**config.mk**
```make
export PLATFORM = sky130hd
export DESIGN_NAME = smoldvi_tmds_encode_flat
export DESIGN_NICKNAME = d
export VERILOG_FILES = /design/src/rtl/smoldvi_tmds_encode_pkg.sv /design/src/rtl/smoldvi_tmds_encode_if.sv /design/src/rtl/smoldvi_tmds_encode_popcount8.sv /design/src/rtl/smoldvi_tmds_encode.sv /design/src/flat_wrapper.sv
export SDC_FILE = /design/constraint.sdc
export NUM_CORES = 1
export LEC_CHECK = 0
export ABC_CLOCK_PERIOD_IN_PS = 18000
export CAP_MARGIN = 20
export CORE_ASPECT_RATIO = 1.2
export CORE_UTILIZATION = 45
export DETAILED_ROUTE_END_ITERATION = 8
export PLACE_DENSITY_LB_ADDON = 0.2
export SYNTH_ARGS = -nofsm -noshare
export SYNTH_HDL_FRONTEND = slang
export SYNTH_SLANG_ARGS = --single-unit
```
**constraint.sdc**
```tcl
create_clock -name clk_pix -period 18 [get_ports clk_pix]
set_input_delay 2.7 -clock clk_pix [delete_from_list [all_inputs] [get_ports clk_pix]]
set_output_delay 2.7 -clock clk_pix [all_outputs]
set_load 0.02 [all_outputs]
```
**src/rtl/smoldvi_tmds_encode_pkg.sv**
```systemverilog
// Shared constants for the TMDS channel encoder: control symbols and the
// running-disparity counter width.
package smoldvi_tmds_encode_pkg;

  localparam int CNT_W = 5;

  localparam logic [9:0] TMDS_CTRL_00 = 10'b1101010100;
  localparam logic [9:0] TMDS_CTRL_01 = 10'b0010101011;
  localparam logic [9:0] TMDS_CTRL_10 = 10'b0101010100;
  localparam logic [9:0] TMDS_CTRL_11 = 10'b1010101011;

  // Two's-complement disparity held as raw bits; arithmetic wraps at CNT_W.
  typedef logic [CNT_W-1:0] cnt_t;

  function automatic logic [9:0] ctrl_symbol(input logic [1:0] c);
    logic [9:0] sym;
    case (c)
      2'b00:   sym = TMDS_CTRL_00;
      2'b01:   sym = TMDS_CTRL_01;
      2'b10:   sym = TMDS_CTRL_10;
      default: sym = TMDS_CTRL_11;
    endcase
    return sym;
  endfunction

endpackage

```
**src/rtl/smoldvi_tmds_encode_if.sv**
```systemverilog
// Pixel-side bundle into one TMDS channel encoder and its 10-bit symbol output.
interface smoldvi_tmds_encode_if;
  logic       den;
  logic [7:0] d;
  logic [1:0] c;
  logic [9:0] q;

  modport master (output den, d, c, input q);
  modport slave  (input den, d, c, output q);
endinterface

```
**src/rtl/smoldvi_tmds_encode_popcount8.sv**
```systemverilog
// Combinational 8-bit population count.
module smoldvi_tmds_encode_popcount8 (
  input  logic [7:0] i_bits,
  output logic [3:0] o_count
);

  always_comb begin
    o_count = 4'd0;
    for (int i = 0; i < 8; i++) begin
      o_count = o_count + {3'b000, i_bits[i]};
    end
  end

endmodule

```
**src/rtl/smoldvi_tmds_encode.sv**
```systemverilog
// TMDS 8b/10b encoder for one DVI channel: stage 1 builds q_m, stage 2 applies
// running-disparity control or emits a control symbol during blanking.
module smoldvi_tmds_encode
  import smoldvi_tmds_encode_pkg::*;
(
  input  logic                 clk_pix,
  input  logic                 rst_n_pix,
  smoldvi_tmds_encode_if.slave tmds
);

  logic [7:0] w_d;
  logic [1:0] w_c;
  logic [3:0] w_n1d;
  logic [3:0] w_n1qm;
  logic       w_use_xnor;
  logic [8:0] w_qm;

  logic [8:0] r_qm;
  logic [3:0] r_n1;
  logic       r_den_s1;
  logic [1:0] r_c_s1;

  logic [9:0] r_q;
  cnt_t       r_cnt;

  logic [9:0] w_q_next;
  cnt_t       w_cnt_next;
  cnt_t       w_diff;
  logic       w_cnt_pos;
  logic       w_cnt_neg;

  // The unselected input is forced to zero so an undriven bus cannot leak in.
  assign w_d = tmds.den ? tmds.d : 8'h00;
  assign w_c = tmds.den ? 2'b00  : tmds.c;

  smoldvi_tmds_encode_popcount8 u_pop_d (
    .i_bits  (w_d),
    .o_count (w_n1d)
  );

  always_comb begin
    w_use_xnor = (w_n1d > 4'd4) || ((w_n1d == 4'd4) && !w_d[0]);
    w_qm       = 9'd0;
    w_qm[0]    = w_d[0];
    for (int i = 1; i < 8; i++) begin
      w_qm[i] = w_use_xnor ? ~(w_qm[i-1] ^ w_d[i]) : (w_qm[i-1] ^ w_d[i]);
    end
    w_qm[8] = ~w_use_xnor;
  end

  smoldvi_tmds_encode_popcount8 u_pop_qm (
    .i_bits  (w_qm[7:0]),
    .o_count (w_n1qm)
  );

  always_ff @(posedge clk_pix) begin
    if (!rst_n_pix) begin
      r_qm     <= 9'd0;
      r_n1     <= 4'd0;
      r_den_s1 <= 1'b0;
      r_c_s1   <= 2'b00;
    end else begin
      r_qm     <= w_qm;
      r_n1     <= w_n1qm;
      r_den_s1 <= tmds.den;
      r_c_s1   <= w_c;
    end
  end

  // N1 - N0 = 2*N1 - 8, evaluated in the counter width.
  assign w_diff    = {r_n1, 1'b0} - cnt_t'(8);
  assign w_cnt_neg = r_cnt[CNT_W-1];
  assign w_cnt_pos = !r_cnt[CNT_W-1] && (r_cnt != '0);

  always_comb begin
    w_q_next   = ctrl_symbol(r_c_s1);
    w_cnt_next = '0;
    if (r_den_s1) begin
      if ((r_cnt == '0) || (r_n1 == 4'd4)) begin
        if (r_qm[8]) begin
          w_q_next   = {2'b01, r_qm[7:0]};
          w_cnt_next = r_cnt + w_diff;
        end else begin
          w_q_next   = {2'b10, ~r_qm[7:0]};
          w_cnt_next = r_cnt - w_diff;
        end
      end else if ((w_cnt_pos && (r_n1 > 4'd4)) || (w_cnt_neg && (r_n1 < 4'd4))) begin
        w_q_next   = {1'b1, r_qm[8], ~r_qm[7:0]};
        w_cnt_next = r_cnt + (r_qm[8] ? cnt_t'(2) : cnt_t'(0)) - w_diff;
      end else begin
        w_q_next   = {1'b0, r_qm[8], r_qm[7:0]};
        w_cnt_next = r_cnt - (r_qm[8] ? cnt_t'(0) : cnt_t'(2)) + w_diff;
      end
    end
  end

  always_ff @(posedge clk_pix) begin
    if (!rst_n_pix) begin
      r_q   <= 10'h000;
      r_cnt <= '0;
    end else begin
      r_q   <= w_q_next;
      r_cnt <= w_cnt_next;
    end
  end

  assign tmds.q = r_q;

endmodule
```
**src/flat_wrapper.sv**
```systemverilog
// flat-port wrapper written by rule: the top's interface ports become plain ports
module smoldvi_tmds_encode_flat import smoldvi_tmds_encode_pkg::*;
  (clk_pix, rst_n_pix, tmds_den, tmds_d, tmds_c, tmds_q);
  smoldvi_tmds_encode_if tmds_i ();
  input  logic clk_pix;
  input  logic rst_n_pix;
  input wire logic [$bits(tmds_i.den)-1:0] tmds_den;
  input wire logic [$bits(tmds_i.d)-1:0] tmds_d;
  input wire logic [$bits(tmds_i.c)-1:0] tmds_c;
  output wire logic [$bits(tmds_i.q)-1:0] tmds_q;
  assign tmds_i.den = tmds_den;
  assign tmds_i.d = tmds_d;
  assign tmds_i.c = tmds_c;
  assign tmds_q = tmds_i.q;
  smoldvi_tmds_encode u_core (.clk_pix(clk_pix), .rst_n_pix(rst_n_pix), .tmds(tmds_i));
endmodule
```
==> results_dict.tcl, run 1 <==
set metrics [dict create \
    status "finished, final reports clean" \
    p_clk_share_pct 18.9 \
    power.share.sequential_pct 24.3 \
    grt_pass1_vias 1491 \
    drv_slew 0 \
    postSynth.asyncResetShare_pct 0 \
    drv_cap 0 \
    clockBufferDepth 2 \
    power.internal_uw 221 \
    critPathRequiredTime_ns 18.16 \
    fill_cells 418 \
    r2r_cells 7 \
    cp_slowest_cell "clkdlybuf4s50_1" \
    antennaDiodeCount 0 \
    fin_nets 308 \
    multi_input_area_um2 1510 \
    p_sw_share_pct 38.8 \
    io_pins 23 \
    reg2reg_to "u_core.r_cnt[3]" \
    synthCells 234 \
    ys_seq_elements 30 \
    hpwl_um 3140 \
    globalRoute.totalOverflow 0 \
    ir_drop_mv 0.0433 \
    gp_congestion 0.796 \
    slew_headroom_pct 60.9 \
    power_density_nw_per_um2 138 \
    tns_ns 0 \
    hold_start "u_core.r_qm[4]" \
    dieArea_um2 5270 \
    ant_nets 0 \
    hold_viol_final 0 \
    cts-resized-gates 0 \
    routed_wl_um 3870 \
    die_height_um 79.3 \
    rows 27 \
    wl_per_cell_um 12.3 \
    cpMostUsedCell "fa_1" \
    rsz0062_at_grt "false" \
    worst_pin_slew_ns 0.581 \
    p_leak_nw 1.21 \
    clock-skew-final_ns 0.00396 \
    synthTopCellsByArea "dfxtp_1 (27%), ha_1 (15%), fa_1 (11%), xnor2_1 (5.1%), inv_1 (4.5%)" \
    arrival_ns 9.19 \
    cts_sinks 30 \
    critical_path_peak_fanout 19 \
    cts_made_buffers 5 \
    timing.final.crit_share_pct 50.1 \
    placed_cell_area_um2 2510 \
    antenna_found_initial 0 \
    area_delta_synth_final_pct 16.9 \
    startpoint_type "input port" \
    grt_pass1_wl_um 6960 \
    netlist_area_um2 2240 \
    syn_nets 285 \
    io_buffer_count 22 \
    coreArea_um2 4700 \
    drive_above_1_share_pct 6.61 \
    yosysTopAreaCellShare_pct 26.8 \
    holdPathStages 3 \
    finalCriticalPeriod_ns 9.02 \
    die_x_um 66.4 \
    reg2reg_setup_slack_ns 15.67 \
    holdBufCountCts 0 \
    yosysSeqAreaShare_pct 26.8 \
    drtIter0Drc 86 \
    h-tree-depth 2 \
    clkTransAtPathRegs_ns 0.06 \
    ys.flop_type "dfxtp_1" \
    fin_area_um2 2620 \
    grt_max_degree 20 \
    max_freq_mhz 111 \
    insertion_delay_ns 0.28 \
    netlist-cell-type-count 49 \
    synth-edff-count 0 \
    pwr-share-comb_pct 56.8 \
    r2r_start "u_core.r_cnt[1]" \
    start_util_pct 47.7 \
    synth_warnings 0 \
    post_cts_buffers 0 \
    yosys.area.top_type "dfxtp_1" \
    vias_per_cell 4.95 \
    power_switching_uw 140 \
    critPathMaxStageDelay_ns 0.70 \
    report.final.setup_viol 0 \
    hp-class "reg2reg" \
    critPathKind "in2reg" \
    cts_tree "built" \
    route.vias.total 1560 \
    crit_chain "clkdlybuf4s50_1 -> and2_1 -> fa_1 -> inv_1 -> fa_1 -> inv_1 -> fa_1 -> ha_1 -> fa_1 -> nand4bb_1 -> a221oi_2 -> nor2_2 -> xor2_1 -> ha_1 -> inv_1 -> fa_1 -> inv_1 -> fa_1 -> ha_1 -> inv_1 -> fa_1 -> xor2_1 -> nor2_1" \
    avgSynthCellArea_um2 9.58 \
    grt_use_total_pct 17.7 \
    first_pass_iters 4 \
    regArea_um2 601 \
    min_to "u_core.tmds.q[4]" \
    end_kind "flip-flop" \
    drc 0 \
    cts_root_buf "clkbuf_8" \
]
cell families after synthesis:
kind of cell,after synthesis,synth area share (%)
compound gates,32,9.83
simple gates,68,16.5
fa+ha+maj,38,25.2
xor+xnor,28,13.8
flops,30,26.8
buf+inv,34,5.92
mux,4,1.90
synthesized netlist by cell type, types with 2 or more instances:
| cell | instances |
|---|---|
| xor2_1 | 10 |
| a211oi_1 | 5 |
| mux2_2 | 2 |
| ha_1 | 26 |
| nor2_1 | 16 |
| and2_1 | 11 |
| dfxtp_1 | 30 |
| o21a_1 | 2 |
| nor3_1 | 6 |
| o21ai_0 | 3 |
| mux2i_1 | 2 |
| or3_1 | 2 |
| nand2b_1 | 2 |
| a21o_1 | 3 |
| xnor2_1 | 13 |
| nand2_1 | 12 |
| and3b_1 | 4 |
| a21oi_1 | 10 |
| inv_1 | 27 |
| clkbuf_1 | 4 |
| fa_1 | 12 |
| nor2b_1 | 2 |
| xnor3_1 | 3 |
| nor3b_1 | 2 |
layout make-up:
class                           instances  share of cell area, %
Clock buffer                            6                   3.15
Clock inverter                          1                   1.15
Inverter                               28                   4.01
Multi-Input combinational cell        170                   57.6
Sequential cell                        30                   22.9
Tap cell                               58                   2.77
Timing Repair Buffer                   22                   8.41
worst max-delay path: cells and delay by family:
kind / cells / cell delay (ns)
AO/OA/AOI/OAI: 1 / 0.40
XOR/XNOR: 2 / 0.33
adder cells (fa/ha/maj): 10 / 4.02
AND/OR/NAND/NOR: 4 / 0.74
buffers and inverters: 6 / 0.97
stage by stage:
step,utilization [%],hold slack (ns),setup WS (ns),total power [mW],cells
4_1_cts,55.8,0.551,8.94,0.367,315
5_1_grt,55.8,0.590,8.62,0.400,315
2_1_floorplan,-,0.511,9.46,0.254,234
3_5_place_dp,53.4,0.533,8.64,0.298,308
3_3_place_gp,53.4,0.531,8.78,0.292,308
6_report,55.8,0.549,8.98,0.362,315
state kept, by name, summed over array words and instances, names as in the netlist:
name and count:
u_core.tmds.q 10, u_core.r_den_s1 1, u_core.r_qm 9, u_core.r_c_s1 2, u_core.r_n1 4, u_core.r_cnt 4
layout by cell type (no fill, tap or decap), types with 6 or more instances in the layout:
master	netlist	layout
nand2_1	12	12
a21oi_1	10	10
nor2_1	16	16
xnor2_1	13	13
fa_1	12	12
clkdlybuf4s50_1	0	22
ha_1	26	26
inv_1	27	27
xor2_1	10	10
clkbuf_8	0	6
nor3_1	6	6
dfxtp_1	30	30
and2_1	11	11
power groups by stage:
stage / combinational [mW] / sequential [mW] / clock, mW
after floorplan: 0.164 / 0.0901 / 0
after detailed placement: 0.208 / 0.0893 / 0
final: 0.206 / 0.0878 / 0.0683
after CTS: 0.209 / 0.0879 / 0.0700
after global routing: 0.238 / 0.0894 / 0.0729
after global placement: 0.203 / 0.0890 / 0
worst max-delay path by stage:
stage | from | endpoint | depth (start not counted)
after CTS | tmds_den | u_core.r_n1[2] | 23
after detailed placement | tmds_den | u_core.r_n1[2] | 23
final | tmds_den | u_core.r_n1[2] | 23
after floorplan | tmds_den | u_core.r_n1[2] | 24
after global routing | tmds_den | u_core.r_n1[2] | 23
after global placement | tmds_den | u_core.r_n1[2] | 23
layer usage:
| layer | routed length, um | vias up | track usage (%) |
|---|---|---|---|
| met1 | 1680 | 711 | 21.7 |
| met4 | 83 | 0 | 8.09 |
| met2 | 2010 | 25 | 29.3 |
| met3 | 99 | 7 | 3.59 |
| li1 | - | 817 | - |
| met5 | 0 | - | 0 |
(Power assumes the default switching activity.)
==> run 2: changes to the inputs <==
--- a/config.mk
+++ b/config.mk
@@ -5,7 +5,7 @@
 export SDC_FILE = /design/constraint.sdc
 export NUM_CORES = 1
 export LEC_CHECK = 0
-export ABC_CLOCK_PERIOD_IN_PS = 18000
+export ABC_CLOCK_PERIOD_IN_PS = 9100
 export CAP_MARGIN = 20
 export CORE_ASPECT_RATIO = 1.2
 export CORE_UTILIZATION = 45
==> constraint.sdc (replaced) <==
create_clock -name clk_pix -period 9.1 [get_ports clk_pix]
set_input_delay 1.365 -clock clk_pix [delete_from_list [all_inputs] [get_ports clk_pix]]
set_output_delay 1.365 -clock clk_pix [all_outputs]
set_load 0.02 [all_outputs]
==> run 2 against run 1 <==
Clock-buffer cell count is the same. Global-route usage fell by 0.41 points. Clock power is 61% higher. Clock skew grew 0.00090 ns. Combinational power grew 96%. Die area stayed put. Power is 89% higher. Critical path depth grew 1. Worst setup slack got worse by 7.3 ns.
==> results_dict.tcl, run 2 (synthesis gave the netlist of run 1 again) <==
set metrics [dict create \
    r2r_start "u_core.r_qm[8]" \
    grt_max_degree 20 \
    area_delta_synth_final_pct 16.4 \
    rows 27 \
    grt_pass1_vias 1513 \
    cts_tree "built" \
    holdBufCountCts 0 \
    cts_made_buffers 5 \
    cts_sinks 30 \
    status "finished, final reports clean" \
    clkTransAtPathRegs_ns 0.06 \
    ir_drop_mv 0.0832 \
    end_kind "flip-flop" \
    drtIter0Drc 54 \
    hold_start "u_core.r_qm[6]" \
    max_freq_mhz 135 \
    power_density_nw_per_um2 263 \
    grt_use_total_pct 17.3 \
    critPathMaxStageDelay_ns 0.53 \
    clock-skew-final_ns 0.00486 \
    startpoint_type "input port" \
    start_util_pct 47.7 \
    fin_area_um2 2610 \
    die_x_um 66.4 \
    arrival_ns 7.58 \
    antenna_found_initial 0 \
    route.vias.total 1531 \
    hpwl_um 3110 \
    cts-resized-gates 0 \
    ant_nets 0 \
    routed_wl_um 3780 \
    critPathKind "in2reg" \
    drc 0 \
    report.final.setup_viol 0 \
    worst_pin_slew_ns 0.593 \
    hold_viol_final 0 \
    antennaDiodeCount 0 \
    h-tree-depth 2 \
    io_buffer_count 22 \
    layout_common_cells "dfxtp_1 (30), inv_1 (27), ha_1 (26)" \
    critical_path_peak_fanout 19 \
    p_leak_nw 1.21 \
    die_height_um 79.3 \
    reg2reg_setup_slack_ns 6.77 \
    dieArea_um2 5270 \
    hp-class "reg2reg" \
    wl_per_cell_um 11.9 \
    tns_ns 0 \
    insertion_delay_ns 0.27 \
    crit_chain "clkdlybuf4s50_1 -> buf_4 -> and2_1 -> fa_1 -> inv_1 -> fa_1 -> inv_1 -> fa_1 -> ha_1 -> fa_1 -> nand4bb_1 -> a221oi_2 -> nor2_2 -> xor2_1 -> ha_1 -> inv_1 -> fa_1 -> inv_1 -> fa_1 -> ha_1 -> inv_1 -> fa_1 -> xor2_1 -> nor2_1" \
    grt_pass1_wl_um 6910 \
    critPathRequiredTime_ns 9.26 \
    vias_per_cell 4.83 \
    holdPathStages 3 \
    io_pins 23 \
    reg2reg_to "u_core.r_cnt[3]" \
    slew_headroom_pct 60.2 \
    fill_cells 445 \
    coreArea_um2 4700 \
    finalCriticalPeriod_ns 7.42 \
    placed_cell_area_um2 2510 \
    cp_slowest_cell "fa_1" \
    drive_above_1_share_pct 7.34 \
    fin_nets 309 \
    drv_cap 0 \
    first_pass_iters 4 \
    r2r_cells 7 \
    rsz0062_at_grt "false" \
    gp_congestion 0.775 \
    globalRoute.totalOverflow 0 \
    drv_slew 0 \
    cpMostUsedCell "fa_1" \
    cts_root_buf "clkbuf_8" \
    post_cts_buffers 0 \
    largest_reg_flops 10 \
    clockBufferDepth 2 \
    min_to "u_core.tmds.q[6]" \
    final_common_cell "dfxtp_1" \
    timing.final.crit_share_pct 81.6 \
]
run 2: cell count changes in the layout (fill, tap and decap cells not counted):
cell / delta
bufinv_16: -1
buf_4: +1
clkinvlp_4: +1
clkinv_2: +1
run 2: metrics by stage:
stage	util, %	instances	hold slack [ns]	setup WS [ns]	total power [mW]
finish	55.6	317	0.551	1.68	0.685
global route	55.6	317	0.578	1.40	0.763
CTS	55.6	317	0.554	1.66	0.698
detailed placement	53.5	309	0.530	1.36	0.585
global placement	53.5	309	0.529	1.46	0.579
floorplan	-	234	0.511	1.89	0.503
run 2: how the worst max path moves through the flow:
stage / startpoint / to / slack (ns) / cells past startpoint
after floorplan: tmds_den / u_core.r_n1[2] / 1.89 / 24
after global placement: tmds_den / u_core.r_n1[2] / 1.46 / 24
after detailed placement: tmds_den / u_core.r_n1[2] / 1.36 / 24
after CTS: tmds_den / u_core.r_n1[2] / 1.66 / 24
after global routing: tmds_den / u_core.r_n1[2] / 1.40 / 24
final: tmds_den / u_core.r_n1[2] / 1.68 / 24
run 2: per-layer routing:
metal,global-route usage [%],routed length (um),vias up
met3,2.73,76,2
met5,0,0,-
met1,22.0,1710,694
met2,29.0,1950,21
li1,-,-,814
met4,6.38,40,0
run 2: worst max-delay path: cells and delay by family:
family	cells	cell delay (ns)
fa+ha+maj	10	3.99
buf+inv	7	0.85
simple gates	4	0.61
compound gates	1	0.41
xor+xnor	2	0.35
run 2: cell type report:
class                   instances  area, um^2  area share, %
repair buffers                 23         228           8.73
clock inverters                 2        12.5          0.480
flip-flops and latches         30         601           23.0
inverters                      28         105           4.03
multi-input cells             170        1510           57.8
well taps                      58        72.6           2.78
clock buffers                   6        82.6           3.17
run 2: power breakdown:
| group | switching (mW) | internal [mW] | leakage [nW] |
|---|---|---|---|
| Clock | 0.0491 | 0.0606 | 0.0472 |
| Sequential | 0.0187 | 0.154 | 0.248 |
| Combinational | 0.208 | 0.195 | 0.914 |
| Total | 0.276 | 0.410 | 1.21 |
